**src/rtl/id_ex_pipeline_reg.sv**
```systemverilog
// ID/EX pipeline register.
// Captures the main decoder's control bits, the decode-stage operands and the
// register specifiers, and presents them to EX one cycle later. Supports stall
// (hold), flush (bubble) and forces don't-care decoder controls to 0 on load.
// Also produces the combinational load-use hazard flag for IF/ID.
//
// Ports:
//   clk, rst_n        clock, asynchronous active-low reset
//   stall, flush      hold all state / load a bubble (flush wins)
//   id_valid          decode stage holds a real instruction
//   id_* controls     reg_dst, alu_src, mem_to_reg, reg_write, mem_read,
//                     mem_write, branch (1 bit each), alu_op (2 bits)
//   id_* data         pc_plus4, rs_data, rt_data, imm_ext (DATA_W)
//   id_rs/rt/rd       register specifiers (REG_ADDR_W), id_funct (6)
//   ex_*, ex_valid    registered copies of the above
//   load_use_hazard   stall request: the load in EX writes a register ID reads
module id_ex_pipeline_reg #(
  parameter int unsigned DATA_W     = 32,
  parameter int unsigned REG_ADDR_W = 5
) (
  input  logic                  clk,
  input  logic                  rst_n,
  input  logic                  stall,
  input  logic                  flush,
  input  logic                  id_valid,
  input  logic                  id_reg_dst,
  input  logic                  id_alu_src,
  input  logic                  id_mem_to_reg,
  input  logic                  id_reg_write,
  input  logic                  id_mem_read,
  input  logic                  id_mem_write,
  input  logic                  id_branch,
  input  logic [1:0]            id_alu_op,
  input  logic [DATA_W-1:0]     id_pc_plus4,
  input  logic [DATA_W-1:0]     id_rs_data,
  input  logic [DATA_W-1:0]     id_rt_data,
  input  logic [DATA_W-1:0]     id_imm_ext,
  input  logic [REG_ADDR_W-1:0] id_rs,
  input  logic [REG_ADDR_W-1:0] id_rt,
  input  logic [REG_ADDR_W-1:0] id_rd,
  input  logic [5:0]            id_funct,
  output logic                  ex_valid,
  output logic                  ex_reg_dst,
  output logic                  ex_alu_src,
  output logic                  ex_mem_to_reg,
  output logic                  ex_reg_write,
  output logic                  ex_mem_read,
  output logic                  ex_mem_write,
  output logic                  ex_branch,
  output logic [1:0]            ex_alu_op,
  output logic [DATA_W-1:0]     ex_pc_plus4,
  output logic [DATA_W-1:0]     ex_rs_data,
  output logic [DATA_W-1:0]     ex_rt_data,
  output logic [DATA_W-1:0]     ex_imm_ext,
  output logic [REG_ADDR_W-1:0] ex_rs,
  output logic [REG_ADDR_W-1:0] ex_rt,
  output logic [REG_ADDR_W-1:0] ex_rd,
  output logic [5:0]            ex_funct,
  output logic                  load_use_hazard
);

  typedef struct packed {
    logic                  valid;
    logic                  regDst;
    logic                  aluSrc;
    logic                  memToReg;
    logic                  regWrite;
    logic                  memRead;
    logic                  memWrite;
    logic                  branch;
    logic [1:0]            aluOp;
    logic [DATA_W-1:0]     pcPlus4;
    logic [DATA_W-1:0]     rsData;
    logic [DATA_W-1:0]     rtData;
    logic [DATA_W-1:0]     immExt;
    logic [REG_ADDR_W-1:0] rs;
    logic [REG_ADDR_W-1:0] rt;
    logic [REG_ADDR_W-1:0] rd;
    logic [5:0]            funct;
  } idEx_t;

  idEx_t exQ;
  idEx_t loadVal;

  // Only a definite 1 counts; X/Z from the decoder's don't-care outputs become 0.
  function automatic logic cleanBit(input logic b);
    return (b === 1'b1) ? 1'b1 : 1'b0;
  endfunction

  // Sanitised image of the decode stage, used on a normal load.
  always_comb begin
    loadVal          = '0;
    loadVal.valid    = 1'b1;
    loadVal.regWrite = cleanBit(id_reg_write);
    // reg_dst/mem_to_reg only matter for instructions that write back.
    loadVal.regDst   = loadVal.regWrite & cleanBit(id_reg_dst);
    loadVal.memToReg = loadVal.regWrite & cleanBit(id_mem_to_reg);
    loadVal.aluSrc   = cleanBit(id_alu_src);
    loadVal.memRead  = cleanBit(id_mem_read);
    loadVal.memWrite = cleanBit(id_mem_write);
    loadVal.branch   = cleanBit(id_branch);
    loadVal.aluOp    = {cleanBit(id_alu_op[1]), cleanBit(id_alu_op[0])};
    loadVal.pcPlus4  = id_pc_plus4;
    loadVal.rsData   = id_rs_data;
    loadVal.rtData   = id_rt_data;
    loadVal.immExt   = id_imm_ext;
    loadVal.rs       = id_rs;
    loadVal.rt       = id_rt;
    loadVal.rd       = id_rd;
    loadVal.funct    = id_funct;
  end

  // Pipeline register: flush > stall > load; an invalid ID slot loads a bubble.
  always_ff @(posedge clk or negedge rst_n) begin
    if (!rst_n) begin
      exQ <= '0;
    end else if (flush) begin
      exQ <= '0;
    end else if (!stall) begin
      exQ <= id_valid ? loadVal : '0;
    end
  end

  assign ex_valid      = exQ.valid;
  assign ex_reg_dst    = exQ.regDst;
  assign ex_alu_src    = exQ.aluSrc;
  assign ex_mem_to_reg = exQ.memToReg;
  assign ex_reg_write  = exQ.regWrite;
  assign ex_mem_read   = exQ.memRead;
  assign ex_mem_write  = exQ.memWrite;
  assign ex_branch     = exQ.branch;
  assign ex_alu_op     = exQ.aluOp;
  assign ex_pc_plus4   = exQ.pcPlus4;
  assign ex_rs_data    = exQ.rsData;
  assign ex_rt_data    = exQ.rtData;
  assign ex_imm_ext    = exQ.immExt;
  assign ex_rs         = exQ.rs;
  assign ex_rt         = exQ.rt;
  assign ex_rd         = exQ.rd;
  assign ex_funct      = exQ.funct;

  // Load in EX whose destination (rt, never $0) is a source of the ID instruction.
  assign load_use_hazard = exQ.valid & exQ.memRead & exQ.regWrite
                         & (exQ.rt != '0)
                         & ((exQ.rt == id_rs) | (exQ.rt == id_rt));

endmodule
```
**config.mk**
```make
export PLATFORM = sky130hd
export DESIGN_NAME = id_ex_pipeline_reg
export DESIGN_NICKNAME = d
export VERILOG_FILES = /design/src/rtl/id_ex_pipeline_reg.sv
export SDC_FILE = /design/constraint.sdc
export NUM_CORES = 1
export LEC_CHECK = 0
export BUFFER_PORTS_ARGS = -buffer_cell sky130_fd_sc_hd__buf_2
export CAP_MARGIN = 15
export CORE_AREA = 2 2 124 126
export DETAILED_ROUTE_END_ITERATION = 10
export DIE_AREA = 0 0 126 128
export PLACE_DENSITY = 0.72
export SYNTH_ARGS = -nofsm -noshare
export SYNTH_HDL_FRONTEND = slang
export SYNTH_SLANG_ARGS = --single-unit
```
**constraint.sdc**
```tcl
create_clock -name clk -period 2.5 [get_ports clk]
set_input_delay 0.125 -clock clk [delete_from_list [all_inputs] [get_ports clk]]
set_output_delay 0.125 -clock clk [all_outputs]
set_load 0.02 [all_outputs]
```
# Word level (Yosys, flattened, before mapping)

Cells that the tools add are included.

Eq/ne operators: 12
Multiplexer cells: 12
Bitwise logic cells: 7
Reductions and logical operators: 1

Operators by type and width:

| kind                | count |
|---|---|
| $mux 159            | 3 |
| $eq 5x5->1          | 2 |
| $eqx 1x1->1 const B | 9 |
| $mux 1              | 9 |
| $and 1x1->1         | 6 |
| $reduce_bool 5->1   | 1 |
| $ne 2x1->1 const B  | 1 |
| $or 1x1->1          | 1 |

Flip-flop bits (word level): 159
Input port bits: 163

# Logic depth before layout (Yosys ltp)

Depth after elaboration: 6
Depth in mapped cells: 5
Depth with buffers taken out: 4

# Worst setup path before layout

No wires, ideal clock.

Path type: register to output
Start: register exQ (netlist bit ex_rt[0])
End: output port load_use_hazard
Arrival: 1313 ps
Data required time: 2375 ps
Setup slack: 1062 ps
Stages on the path, launching flop included: 4
Path through: dfrtp_1 or4_1 o2111ai_1 a21oi_1

Longest elaborated chain between the ends: 3
Elaborated cells between the ends (all ways): 6
Classes of those cells: 2 x eq/ne; 3 x bitwise; 1 x reduce/logical

Ends and longest elaborated chain:

| element                                         | RTL line | RTL |
|---|---|---|
| start, declared                                 | 82       | `idEx_t exQ;` |
| start signal, assigned                          | 120      | `exQ <= id_valid ? loadVal : '0;` |
| $eq 5x5->1 or $reduce_bool 5->1 (tied branches) | 145, 144 |  |
| $or 1x1->1 or $and 1x1->1 (tied branches)       | 145, 144 |  |
| $and 1x1->1 (*)                                 | 145      | `& ((exQ.rt == id_rs) \| (exQ.rt == id_rt));` |
| end, declared                                   | 59       | `output logic load_use_hazard` |

Every way passes the cells marked *; elsewhere a longest branch is shown, timed or not.

# Worst setup path in the final report

Same ends and word-level chain as after synthesis.

==> results.py <==
metrics = {
    "die": {
        "start_util_pct": 38.3,
        "num_rows": 45,
        "die_h_um": 128,
        "core_mm2": 0.0149,
        "pin_count": 323,
        "die_area_mm2": 0.0161,
        "fp.dieW_um": 126,
    },
    "synthesis": {
        "synth_flop_cell": "dfrtp_1",
        "syn-cell-area_mm2": 0.00569,
        "syn_nets": 535,
        "synth.yosys.seq_area_share_pct": 69.9,
        "synthTopCellsByCount": "dfrtp_1, a22o_1, buf_2, xor2_1, clkbuf_1",
        "synthTopCellsByArea": "dfrtp_1, a22o_1, buf_2",
        "yosysTopAreaCell": "dfrtp_1",
        "syn_inst": 372,
        "yosysMostFrequentCell": "dfrtp_1",
        "avgSynthCellArea_um2": 15.3,
        "synth_warnings": 0,
        "yosysUniqueCellTypes": 16,
        "synth_top_area_share_pct": 69.9,
        "synth_enable_flop_cells": 0,
        "ys_ff_latch": 159,
        "async_reset_ff_share_pct": 100,
    },
    "clock_tree": {
        "clock_path_buffers": 2,
        "cts.sinks": 159,
        "cts-htree-levels": 4,
        "cts_buffers": 17,
        "cts.root.buffer_cell": "clkbuf_16",
        "cts_tree": "done",
        "clock_latency_ns": 0.40,
        "post-cts-setup-buffers": 0,
        "ctsResizeCount": 0,
        "clk_pin_slew_ns": 0.07,
    },
    "setup_path": {
        "worst_r2r_path_depth": 1,
        "endpoint_kind": "output port",
        "max_stage_delay_ns": 0.54,
        "worstPathMaxFanout": 5,
        "required_ns": 2.38,
        "path_cells": "or4_1 > o2111ai_1 > a21oi_1 > buf_2",
        "criticalPathCategory": "reg2out",
        "cp_slowest_cell": "or4_1",
        "critical_path_arrival_ns": 1.83,
        "start_kind": "flip-flop",
    },
    "placed_design": {
        "port_buffers": 322,
        "hpwl_um": 10800,
        "gp_congestion": 0.770,
        "dpl.cell_count": 853,
    },
    "final_layout": {
        "diodes": 0,
        "stdcell_count": 1042,
        "fin_util_pct": 65.3,
        "area_delta_synth_final_pct": 70.6,
        "drive_gt1_share_pct": 42.2,
        "fillers": 1046,
        "finalNetCount": 1006,
    },
    "power_and_ir_drop": {
        "peakVddDrop_v": 0.000508,
        "powerDensity_mw_per_mm2": 653,
        "leakagePower_nw": 5.29,
    },
    "sta": {
        "finalMaxSlewViolations": 0,
        "rsz0062_at_grt": "no",
        "slew_headroom_pct": 52.4,
        "final.period_utilization_pct": 78.1,
        "hold_viol_final": 0,
        "setup_violations": 0,
        "clock_skew_ns": 0,
        "setup_tns_ns": 0,
        "period_minus_slack_ns": 1.95,
        "hold_slack_ns": 0.216,
        "tightest_slew_ns": 0.715,
        "fmax_mhz": 512,
    },
    "global_route": {
        "grt_pass1_wl_um": 29600,
        "grt_max_degree": 92,
        "antenna_found_initial": 0,
        "grt_pass1_vias": 5717,
        "grtUsageTotal_pct": 23.2,
        "grt-ovfl-total": 0,
    },
    "route": {
        "drc_errors": 0,
        "drt-total-wl_um": 18700,
        "dr.first_iter.drc_count": 297,
        "vias": 5359,
        "drtAntennaViolNets": 0,
        "wl_per_cell_um": 17.9,
        "first_pass_iters": 4,
        "via_per_inst": 5.14,
    },
    "min_path": {
        "min_path_type": "in2async",
    },
    "flow_run": {
        "cap_violations": 0,
    },
    "run_status": {
        "status": "complete, no violations",
    },
}
==> cells by family after synthesis <==
logic type / count (synthesis) / synth area share [%]
AOI/OAI and AO/OA: 161 / 24.7
buffers and inverters: 35 / 3.05
xor gates and xnor gates: 10 / 1.54
and+or+nand+nor: 7 / 0.813
DFF: 159 / 69.9
==> layout by cell type, fill, tap and decap left out, types with 2 or more instances in the layout <==
master         instances
clkinvlp_4             2
dlygate4sd3_1        159
xnor2_1                4
buf_12                 4
bufinv_16              5
buf_4                  2
dfrtp_1              159
nand3_1                2
clkbuf_16             17
xor2_1                 6
inv_6                  2
buf_2                321
a22o_1               156
clkinv_4               3
nor3_1                 2
a32o_1                 2
==> layer usage <==
metal | vias to the layer above | part of all wire, % | track usage, %
met5 | - | 0 | 0
met1 | 2623 | 38 | 27.5
met3 | 60 | 7.5 | 6.26
met2 | 295 | 50 | 39.0
met4 | 0 | 3.6 | 11.7
li1 | 2381 | - | -
==> worst max-delay path, delay by kind of cell, from the launching register on <==
family / cells / cell delay (ns)
AOI/OAI and AO/OA: 2 / 0.28
DFF: 1 / 0.43
buffers and inverters: 1 / 0.16
and+or+nand+nor: 1 / 0.54
==> final cells by class <==
class	instances	area [um2]	share of cell area, %
Tap cell	188	235	2.42
Sequential cell	159	3980	41.0
Clock buffer	17	425	4.38
Clock inverter	13	214	2.20
Timing Repair Buffer	487	3300	34.0
Multi-Input combinational cell	178	1560	16.0
==> power by group <==
part,switching (mW),internal (mW),total [mW]
sequential,0.0623,2.67,2.73
clock,1.02,1.77,2.79
combinational,0.411,0.409,0.820
==> through the flow <==
step	setup WS, ns	total power [mW]	instance area [um2]
2_1_floorplan	1.06	3.05	5690
3_3_place_gp	1.02	3.37	7480
3_5_place_dp	1.01	3.38	7480
4_1_cts	0.545	6.39	9710
5_1_grt	0.467	6.60	9710
6_report	0.546	6.34	9710
==> worst paths after layout <==
kind / startpoint / to / slack [ns]
worst min-delay path: rst_n / ex_imm_ext[7] / 0.22
worst min register to register: ex_mem_to_reg / ex_mem_to_reg / 0.49
worst max-delay path: ex_rt[0] / load_use_hazard / 0.55
min in group clk: stall / ex_valid / 0.31
max in group asynchronous: rst_n / ex_rs_data[18] / 1.49
worst max register to register: ex_rt[3] / ex_rt[3] / 1.71
==> what timing repair did <==
action	in CTS	in global routing
endpoints found under the setup margin	0	0
hold buffers	159	0
endpoints found under the hold margin	198	0
Power figures use the tool's default switching activity.
